File: src/rtl/top_core.sv
// ---------------------------------------------------------------------------
// top_core
//   Register-access core driven by a single-lane SPI slave (mode 0).
//   All SPI pins are synchronised into the clk_i domain and sclk edges are
//   detected there. The host must hold sclk high and low for at least 4
//   clk_i cycles each.
//
//   Frame: cs low, 8 command bits then 32 data bits, MSB first, sampled
//   on sclk rising edges.
//     0x01 write reg0 (gpio)   0x05 read reg0
//     0x07 read reg1 (ID)      0x11 write reg2 (scratch)
//     0x15 read reg2           0x17 read reg3 = {30'b0, en_ifetch, fetch_enable}
//   Other command values are ignored until cs rises.
//
// Ports
//   clk_i          system clock
//   rst_ni         asynchronous reset, active-high
//   fetch_enable_i status input, reg3 bit0
//   en_ifetch_i    status input, reg3 bit1
//   spi_sclk       SPI clock
//   spi_cs         chip select, active-low
//   spi_sdi0..3    serial data in (only sdi0 is used)
//   spi_mode       always 2'b00 (single lane)
//   spi_sdo0       serial read data
//   spi_sdo1..3    always 0
//   gpio_o         contents of reg0
// ---------------------------------------------------------------------------
module top_core #(
    parameter logic [31:0] ID_VALUE   = 32'h0000_0020,
    parameter logic [31:0] GPIO_RESET = 32'h0000_0000
) (
    input  logic        clk_i,
    input  logic        rst_ni,
    input  logic        fetch_enable_i,
    input  logic        en_ifetch_i,
    input  logic        spi_sclk,
    input  logic        spi_cs,
    input  logic        spi_sdi0,
    input  logic        spi_sdi1,
    input  logic        spi_sdi2,
    input  logic        spi_sdi3,
    output logic [1:0]  spi_mode,
    output logic        spi_sdo0,
    output logic        spi_sdo1,
    output logic        spi_sdo2,
    output logic        spi_sdo3,
    output logic [31:0] gpio_o
);

    localparam int DATA_W = 32;

    localparam logic [2:0] ST_IDLE   = 3'd0;
    localparam logic [2:0] ST_CMD    = 3'd1;
    localparam logic [2:0] ST_READ   = 3'd2;
    localparam logic [2:0] ST_WRITE  = 3'd3;
    localparam logic [2:0] ST_IGNORE = 3'd4;
    localparam logic [2:0] ST_DONE   = 3'd5;

    localparam logic [7:0] CMD_WR_REG0 = 8'h01;
    localparam logic [7:0] CMD_RD_REG0 = 8'h05;
    localparam logic [7:0] CMD_RD_REG1 = 8'h07;
    localparam logic [7:0] CMD_WR_REG2 = 8'h11;
    localparam logic [7:0] CMD_RD_REG2 = 8'h15;
    localparam logic [7:0] CMD_RD_REG3 = 8'h17;

    // Synchroniser stages; sclk_p2 is the edge-detect history bit.
    logic sclk_p0, sclk_p1, sclk_p2;
    logic cs_p0, cs_p1;
    logic sdi_p0, sdi_p1;
    logic fe_p0, fe_p1;
    logic ei_p0, ei_p1;

    logic [2:0]        state;
    logic [5:0]        bit_cnt;
    logic [7:0]        cmd_sr;
    logic [DATA_W-2:0] wr_sr;
    logic [DATA_W-1:0] tx_sr;
    logic [DATA_W-1:0] reg0;
    logic [DATA_W-1:0] reg2;

    logic              sclk_rise;
    logic              sclk_fall;
    logic [7:0]        cmd_next;
    logic [DATA_W-1:0] wr_next;
    logic [DATA_W-1:0] reg3;
    logic              unused_sdi;

    assign sclk_rise = sclk_p1 & ~sclk_p2;
    assign sclk_fall = ~sclk_p1 & sclk_p2;
    assign cmd_next  = {cmd_sr[6:0], sdi_p1};
    assign wr_next   = {wr_sr, sdi_p1};
    assign reg3      = {30'b0, ei_p1, fe_p1};

    assign unused_sdi = ^{spi_sdi1, spi_sdi2, spi_sdi3};

    always_ff @(posedge clk_i or posedge rst_ni) begin
        if (rst_ni) begin
            sclk_p0 <= 1'b0;
            sclk_p1 <= 1'b0;
            sclk_p2 <= 1'b0;
            cs_p0   <= 1'b1;
            cs_p1   <= 1'b1;
            sdi_p0  <= 1'b0;
            sdi_p1  <= 1'b0;
            fe_p0   <= 1'b0;
            fe_p1   <= 1'b0;
            ei_p0   <= 1'b0;
            ei_p1   <= 1'b0;
            state   <= ST_IDLE;
            bit_cnt <= '0;
            cmd_sr  <= '0;
            wr_sr   <= '0;
            tx_sr   <= '0;
            reg0    <= GPIO_RESET;
            reg2    <= '0;
        end else begin
            // Stage p0 -> p1 -> p2: pin synchronisation and sclk history
            sclk_p0 <= spi_sclk;
            sclk_p1 <= sclk_p0;
            sclk_p2 <= sclk_p1;
            cs_p0   <= spi_cs;
            cs_p1   <= cs_p0;
            sdi_p0  <= spi_sdi0;
            sdi_p1  <= sdi_p0;
            fe_p0   <= fetch_enable_i;
            fe_p1   <= fe_p0;
            ei_p0   <= en_ifetch_i;
            ei_p1   <= ei_p0;

            // Frame control on synchronised samples
            if (cs_p1) begin
                // cs high aborts any frame; a pending write is simply dropped
                state   <= ST_IDLE;
                bit_cnt <= '0;
                tx_sr   <= '0;
            end else begin
                case (state)
                    ST_IDLE: begin
                        state   <= ST_CMD;
                        bit_cnt <= '0;
                        cmd_sr  <= '0;
                    end
                    ST_CMD: begin
                        if (sclk_rise) begin
                            cmd_sr  <= cmd_next;
                            bit_cnt <= bit_cnt + 6'd1;
                            if (bit_cnt == 6'd7) begin
                                case (cmd_next)
                                    CMD_WR_REG0, CMD_WR_REG2: state <= ST_WRITE;
                                    CMD_RD_REG0: begin tx_sr <= reg0;     state <= ST_READ; end
                                    CMD_RD_REG1: begin tx_sr <= ID_VALUE; state <= ST_READ; end
                                    CMD_RD_REG2: begin tx_sr <= reg2;     state <= ST_READ; end
                                    CMD_RD_REG3: begin tx_sr <= reg3;     state <= ST_READ; end
                                    default:     state <= ST_IGNORE;
                                endcase
                            end
                        end
                    end
                    ST_READ: begin
                        if (sclk_rise) begin
                            bit_cnt <= bit_cnt + 6'd1;
                            if (bit_cnt == 6'd39) begin
                                state <= ST_DONE;
                                tx_sr <= '0;
                            end
                        end else if (sclk_fall && bit_cnt >= 6'd9) begin
                            // The fall right after the load is skipped so bit31
                            // stays on sdo0 until the host samples it.
                            tx_sr <= {tx_sr[DATA_W-2:0], 1'b0};
                        end
                    end
                    ST_WRITE: begin
                        if (sclk_rise) begin
                            wr_sr   <= wr_next[DATA_W-2:0];
                            bit_cnt <= bit_cnt + 6'd1;
                            if (bit_cnt == 6'd39) begin
                                state <= ST_DONE;
                                if (cmd_sr == CMD_WR_REG0) reg0 <= wr_next;
                                else                       reg2 <= wr_next;
                            end
                        end
                    end
                    ST_IGNORE: begin
                        if (sclk_rise) begin
                            bit_cnt <= bit_cnt + 6'd1;
                            if (bit_cnt == 6'd39) state <= ST_DONE;
                        end
                    end
                    default: begin
                        // DONE: extra sclk edges are ignored until cs rises
                        state <= ST_DONE;
                    end
                endcase
            end
        end
    end

    assign spi_sdo0 = (state == ST_READ) ? tx_sr[DATA_W-1] : 1'b0;
    assign spi_sdo1 = 1'b0;
    assign spi_sdo2 = 1'b0;
    assign spi_sdo3 = 1'b0;
    assign spi_mode = 2'b00;
    assign gpio_o   = reg0;

endmodule

File: config.mk
export PLATFORM = sky130hd
export DESIGN_NAME = top_core
export DESIGN_NICKNAME = d
export VERILOG_FILES = /design/src/rtl/top_core.sv
export SDC_FILE = /design/constraint.sdc
export NUM_CORES = 1
export LEC_CHECK = 0
export CORE_ASPECT_RATIO = 1.1
export CORE_MARGIN = 5
export CORE_UTILIZATION = 55
export DETAILED_ROUTE_END_ITERATION = 8
export GPL_TIMING_DRIVEN = 0
export HOLD_SLACK_MARGIN = 0.12
export PLACE_DENSITY = 0.83
export RECOVER_POWER = 50
export SLEW_MARGIN = 15
export SYNTH_ARGS = -nofsm -noshare
export SYNTH_HDL_FRONTEND = slang
export SYNTH_SLANG_ARGS = --single-unit
export TNS_END_PERCENT = 50
File: constraint.sdc
create_clock -name clk_i -period 6.74 [get_ports clk_i]
set_input_delay 1.685 -clock clk_i [delete_from_list [all_inputs] [get_ports clk_i]]
set_output_delay 1.685 -clock clk_i [all_outputs]
set_load 0.02 [all_outputs]
==> impl_metrics.env, run 1 <==
export IMPL_grt_max_degree=90
export IMPL_via_per_inst=5.99
export IMPL_max_slew_worst_pin_slew_ps=2870
export IMPL_cp_num_buf_inv=3
export IMPL_tns_ps=0
export IMPL_cts_hold_buffers_added=0
export IMPL_reg2reg_slack_ps=3740
export IMPL_synth_edf_count=0
export IMPL_hpwlAfterDp_um=9200
export IMPL_ios=48
export IMPL_drtAntennaViolNets=0
export IMPL_combPwrFrac_pct=14.8
export IMPL_crit_family="buffers and inverters"
export IMPL_skew_ps=7.76
export IMPL_synth_async_reset_ratio_pct=100
export IMPL_final_hold_viol_count=0
export IMPL_drc=0
export IMPL_clk_latency_ps=420
export IMPL_cts_resized=0
export IMPL_seq_power_share_pct=43.5
export IMPL_outcome="finished, violations left"
export IMPL_drt_wl_total_um=14500
export IMPL_end_kind="primary output"
export IMPL_placement_rows=42
export IMPL_clock_power_share_pct=41.7
export IMPL_fmax_ghz=0.221
export IMPL_holdCritPathClass="reg -> reg"
export IMPL_synthCells=548
export IMPL_seq_area_frac_synth_pct=56.8
export IMPL_start_util_pct=56.6
export IMPL_drv_cap=1
export IMPL_worst_path_largest_cell_delay_ps=600
export IMPL_start_kind="flop"
export IMPL_filler_cell_count=857
export IMPL_grt_pass1_wl_um=24200
export IMPL_avgSynthCellArea_um2=12.5
export IMPL_final_common_cell="dfrtp_1"
export IMPL_rsz0062_at_grt="false"
export IMPL_final_core_util_pct=66.5
export IMPL_leakage_nw=3.74
export IMPL_dieArea_um2=14800
export IMPL_power_switching_mw=0.623
export IMPL_drive_above_1_share_pct=27.1
export IMPL_period_share_pct=67.0
export IMPL_dr_pass1_iters=5
export IMPL_route_detailed_wl_per_inst_um=18.6
export IMPL_post_cts_buffers=0
export IMPL_arrival_ps=2830
export IMPL_antenna_found_initial=0
export IMPL_port_buffers=39
export IMPL_drtIter0Drc=272
export IMPL_crit_fanout=10
export IMPL_ys_warn_count=0
export IMPL_seq_area_um2=3880
export IMPL_crit_slowest_cell="clkdlybuf4s50_1"
export IMPL_cts_buffer_depth=2
export IMPL_cts_tree="yes"
export IMPL_min_period_ps=4520
export IMPL_multi_input_area_um2=2720
export IMPL_slew_violations=67
export IMPL_cts_sink_count=155
export IMPL_switching_share_pct=27.4
export IMPL_vdd_drop_max_mv=0.191
export IMPL_yosys_register_bits=155
export IMPL_worstPathCellList="clkbuf_1 -> nor3b_2 -> clkbuf_1 -> and2_1 -> clkdlybuf4s50_1"
export IMPL_violations="max-capacitance violations, max-slew violations"
export IMPL_grtUsageTotal_pct=20.7
export IMPL_nNetsFinal=624
export IMPL_setup_viol=0
export IMPL_die_h_um=127
export IMPL_die_x_um=116
export IMPL_cpMostUsedCell="clkbuf_1"
export IMPL_ys_types=48
export IMPL_clkSlewWorstSetupHoldPaths_ps=60
export IMPL_vias=4657
export IMPL_area_growth_pct=17.6
export IMPL_required_ps=5060
export IMPL_power_density_nw_per_um2=283
export IMPL_critical_path_class="reg -> out"
export IMPL_h_tree_depth=4
export IMPL_cts_made_buffers=17
export IMPL_synthesis_area_um2=6840
export IMPL_final_cell_mix="dfrtp_1 (153), mux2_2 (116), a21oi_1 (54)"
export IMPL_slew_headroom_pct=-92.6
export IMPL_root_buffer="clkbuf_16"
export IMPL_coreArea_um2=12100
export IMPL_holdWs_ps=350
export IMPL_grt_pass1_vias=4951
export IMPL_p_int_mw=1.66
export IMPL_gr_total_overflow=0
export IMPL_ys_flop_type="dfrtp_1"
export IMPL_gp_congestion=0.815
export IMPL_antennaDiodeCount=0
-- cell usage after synthesis, drive strengths merged, types with 2 or more instances --
cell type | n | share of area (%)
a211oi | 3 | 0.33
a21oi | 54 | 4.0
a221oi | 21 | 2.7
a32oi | 9 | 1.3
and3 | 2 | 0.18
buf | 20 | 1.9
clkbuf | 21 | 1.2
dfrtp | 153 | 56
dfstp | 2 | 0.77
ha | 3 | 0.55
inv | 6 | 0.33
mux2 | 128 | 21
nand2 | 24 | 1.3
nand2b | 4 | 0.37
nand3 | 6 | 0.44
nand4 | 3 | 0.27
nand4b | 2 | 0.26
nor2 | 40 | 2.2
nor3 | 4 | 0.29
nor3b | 4 | 0.51
nor4 | 2 | 0.49
o21ai | 15 | 1.1
xnor2 | 5 | 0.64
-- sequential cells by signal, indices dropped and copies added, names as in the netlist, 3 cells and up --
register / count
bit_cnt: 6
state: 3
reg2: 32
gpio_o: 32
wr_sr: 31
tx_sr: 32
cmd_sr: 8
-- path summary, 6_finish.rpt --
kind | from | to | depth (start not counted)
worst max register to register | bit_cnt[0] | gpio_o[5] | 7
max in group asynchronous | rst_ni | bit_cnt[2] | 2
min in group asynchronous | rst_ni | wr_sr[6] | 2
worst max-delay path | state[0] | spi_sdo0 | 5
worst min register to register | fe_p0 | fe_p1 | 0
worst min-delay path | fe_p0 | fe_p1 | 0
-- cells by family after synthesis --
kind of cell	Yosys count	share of synthesized area [%]
flops	155	56.8
mux	128	21.1
compound gates	109	10.2
simple gates	98	7.08
buf+inv	48	3.46
xor+xnor	5	0.641
fa+ha+maj	4	0.696
other cells	1	0.0549
-- power groups by stage --
stage               combinational [mW]  clock (mW)  sequential (mW)
global placement                 0.311           0             1.00
detailed placement               0.327           0             1.01
finish                           0.336       0.950            0.992
global route                     0.370       0.997            0.995
CTS                              0.336       0.958            0.991
floorplan                        0.252           0             1.00
-- metrics by stage --
stage / area (µm²) / setup WS, ps / cells / total power [mW]
final: 8040 / 2220 / 778 / 2.28
after global placement: 7430 / -905 / 745 / 1.32
after detailed placement: 7470 / 2680 / 746 / 1.33
after CTS: 8070 / 2200 / 778 / 2.29
after floorplan: 6850 / 880 / 552 / 1.25
after global routing: 8040 / 2070 / 778 / 2.36
-- cell type report --
cell class                 count  share of cell area [%]
multi-input combinational    349                    33.8
clock inverter                12                    1.74
sequential                   155                    48.3
tap                          154                    2.40
inverter                       7                   0.342
buffer                        41                    2.54
timing repair buffer          40                    5.20
clock buffer                  20                    5.68
-- per-layer routing --
layer  up-vias  global-route usage (%)  part of all wire [%]
met5         -                       0                     0
li1       2102                       -                     -
met2       136                    34.5                    52
met4         0                    6.01                   1.3
met3        21                    4.76                   4.7
met1      2398                    26.9                    42
Power figures use the tool's default switching activity.
==> inputs of run 2 (changes only) <==
==> constraint.sdc (replaced) <==
create_clock -name clk_i -period 4.4 [get_ports clk_i]
set_input_delay 1.1 -clock clk_i [delete_from_list [all_inputs] [get_ports clk_i]]
set_output_delay 1.1 -clock clk_i [all_outputs]
set_load 0.02 [all_outputs]
==> impl_metrics.env, run 2 (synthesized netlist as in run 1, its figures left out) <==
export IMPL_drt_wl_total_um=14600
export IMPL_slew_violations=68
export IMPL_root_buffer="clkbuf_16"
export IMPL_outcome="finished, violations left"
export IMPL_end_kind="primary output"
export IMPL_arrival_ps=2870
export IMPL_drv_cap=2
export IMPL_filler_cell_count=889
export IMPL_dpl_cell_area_um2=7520
export IMPL_multi_input_area_um2=2730
export IMPL_final_cell_mix="dfrtp_1 (153), mux2_2 (116), a21oi_1 (54)"
export IMPL_gr_total_overflow=0
export IMPL_reg2reg_depth=6
export IMPL_placement_rows=42
export IMPL_cts_buffer_depth=2
export IMPL_critical_path_class="reg -> out"
export IMPL_clkSlewWorstSetupHoldPaths_ps=60
export IMPL_coreArea_um2=12100
export IMPL_grt_pass1_vias=4767
export IMPL_final_hold_viol_count=0
export IMPL_switching_share_pct=26.4
export IMPL_vdd_drop_max_mv=0.314
export IMPL_period_share_pct=90.2
export IMPL_skew_ps=9.02
export IMPL_die_h_um=127
export IMPL_p_int_mw=2.63
export IMPL_crit_fanout=10
export IMPL_r2r_start="state[0]"
export IMPL_grt_max_degree=40
export IMPL_cts_tree="yes"
export IMPL_combPwrFrac_pct=14.2
export IMPL_reg2reg_slack_ps=1690
export IMPL_route_detailed_wl_per_inst_um=18.7
export IMPL_power_switching_mw=0.946
export IMPL_dr_pass1_iters=4
export IMPL_violations="max-capacitance violations, max-slew violations"
export IMPL_clock_power_share_pct=43.3
export IMPL_ios=48
export IMPL_drc=0
export IMPL_hpwlAfterDp_um=9430
export IMPL_worstHoldPathCells=0
export IMPL_nNetsFinal=627
export IMPL_min_from="sdi_p0"
export IMPL_antennaDiodeCount=0
export IMPL_leakage_nw=3.79
export IMPL_cts_sink_count=155
export IMPL_drtIter0Drc=294
export IMPL_final_core_util_pct=67.2
export IMPL_grtUsageTotal_pct=21.2
export IMPL_start_util_pct=56.6
export IMPL_seq_area_um2=3880
export IMPL_fmax_ghz=0.252
export IMPL_grt_pass1_wl_um=24800
export IMPL_start_kind="flop"
export IMPL_antenna_found_initial=0
export IMPL_seq_power_share_pct=42.5
export IMPL_min_to="sdi_p1"
export IMPL_max_slew_worst_pin_slew_ps=1740
export IMPL_cts_resized=0
export IMPL_rsz0062_at_grt="false"
export IMPL_final_common_cell="dfrtp_1"
export IMPL_die_x_um=116
export IMPL_cts_made_buffers=17
export IMPL_area_growth_pct=18.8
export IMPL_h_tree_depth=4
export IMPL_via_per_inst=5.94
export IMPL_port_buffers=39
export IMPL_gp_congestion=0.830
export IMPL_clk_latency_ps=420
export IMPL_vias=4637
export IMPL_post_cts_buffers=0
export IMPL_stdcell_area_um2=8120
export IMPL_tns_ps=0
export IMPL_drive_above_1_share_pct=28.4
export IMPL_dieArea_um2=14800
export IMPL_cts_hold_buffers_added=0
export IMPL_holdCritPathClass="reg -> reg"
export IMPL_setup_viol=0
export IMPL_min_period_ps=3970
export IMPL_required_ps=3300
export IMPL_power_density_nw_per_um2=441
export IMPL_slew_headroom_pct=-15.9
export IMPL_drtAntennaViolNets=0
export IMPL_reg2reg_to="tx_sr[23]"
## run 2: power groups by stage
stage | Clock (mW) | Combinational, mW | Sequential (mW)
3_3_place_gp | 0 | 0.477 | 1.54
2_1_floorplan | 0 | 0.386 | 1.53
4_1_cts | 1.57 | 0.512 | 1.52
5_1_grt | 1.63 | 0.563 | 1.52
6_report | 1.55 | 0.510 | 1.52
3_5_place_dp | 0 | 0.503 | 1.54
## run 2: how the worst max path moves through the flow
stage	startpoint	cells after the start	to	slack (ps)
floorplan	rst_ni	1	bit_cnt[0]	1340
global placement	rst_ni	2	gpio_o[16]	160
detailed placement	state[0]	5	spi_sdo0	920
CTS	state[0]	5	spi_sdo0	450
global route	rst_ni	3	tx_sr[7]	200
finish	state[0]	5	spi_sdo0	430
## run 2: routing by layer
layer,vias to the layer above,GRT usage (%),part of all wire [%],wire length (µm)
li1,2123,-,-,-
met1,2396,28.6,42,6180
met2,107,35.1,53,7730
met3,11,4.62,4.3,626
met4,0,5.39,0.66,97
met5,-,0,0,0
## run 2: critical path, cell delays in order, from the launching register on
cell and delay, ps:
dfrtp_1 360, clkbuf_1 210, nor3b_2 640, clkbuf_1 420, and2_1 210, clkdlybuf4s50_1 600
## run 2: area by class of cell
type,count,area share [%]
flip-flops and latches,155,47.8
multi-input cells,349,33.7
repair buffers,43,5.47
clock buffers,18,5.41
plain buffers,41,2.59
well taps,154,2.37
clock inverters,14,2.36
inverters,7,0.339
## run 2: per-stage QoR
stage,setup WS (ps),std cells,hold WS [ps],total power [mW]
after floorplan,1340,552,331,1.92
after detailed placement,922,749,336,2.05
final,431,781,349,3.58
after global routing,196,781,362,3.72
after CTS,449,781,349,3.60
after global placement,161,745,335,2.02
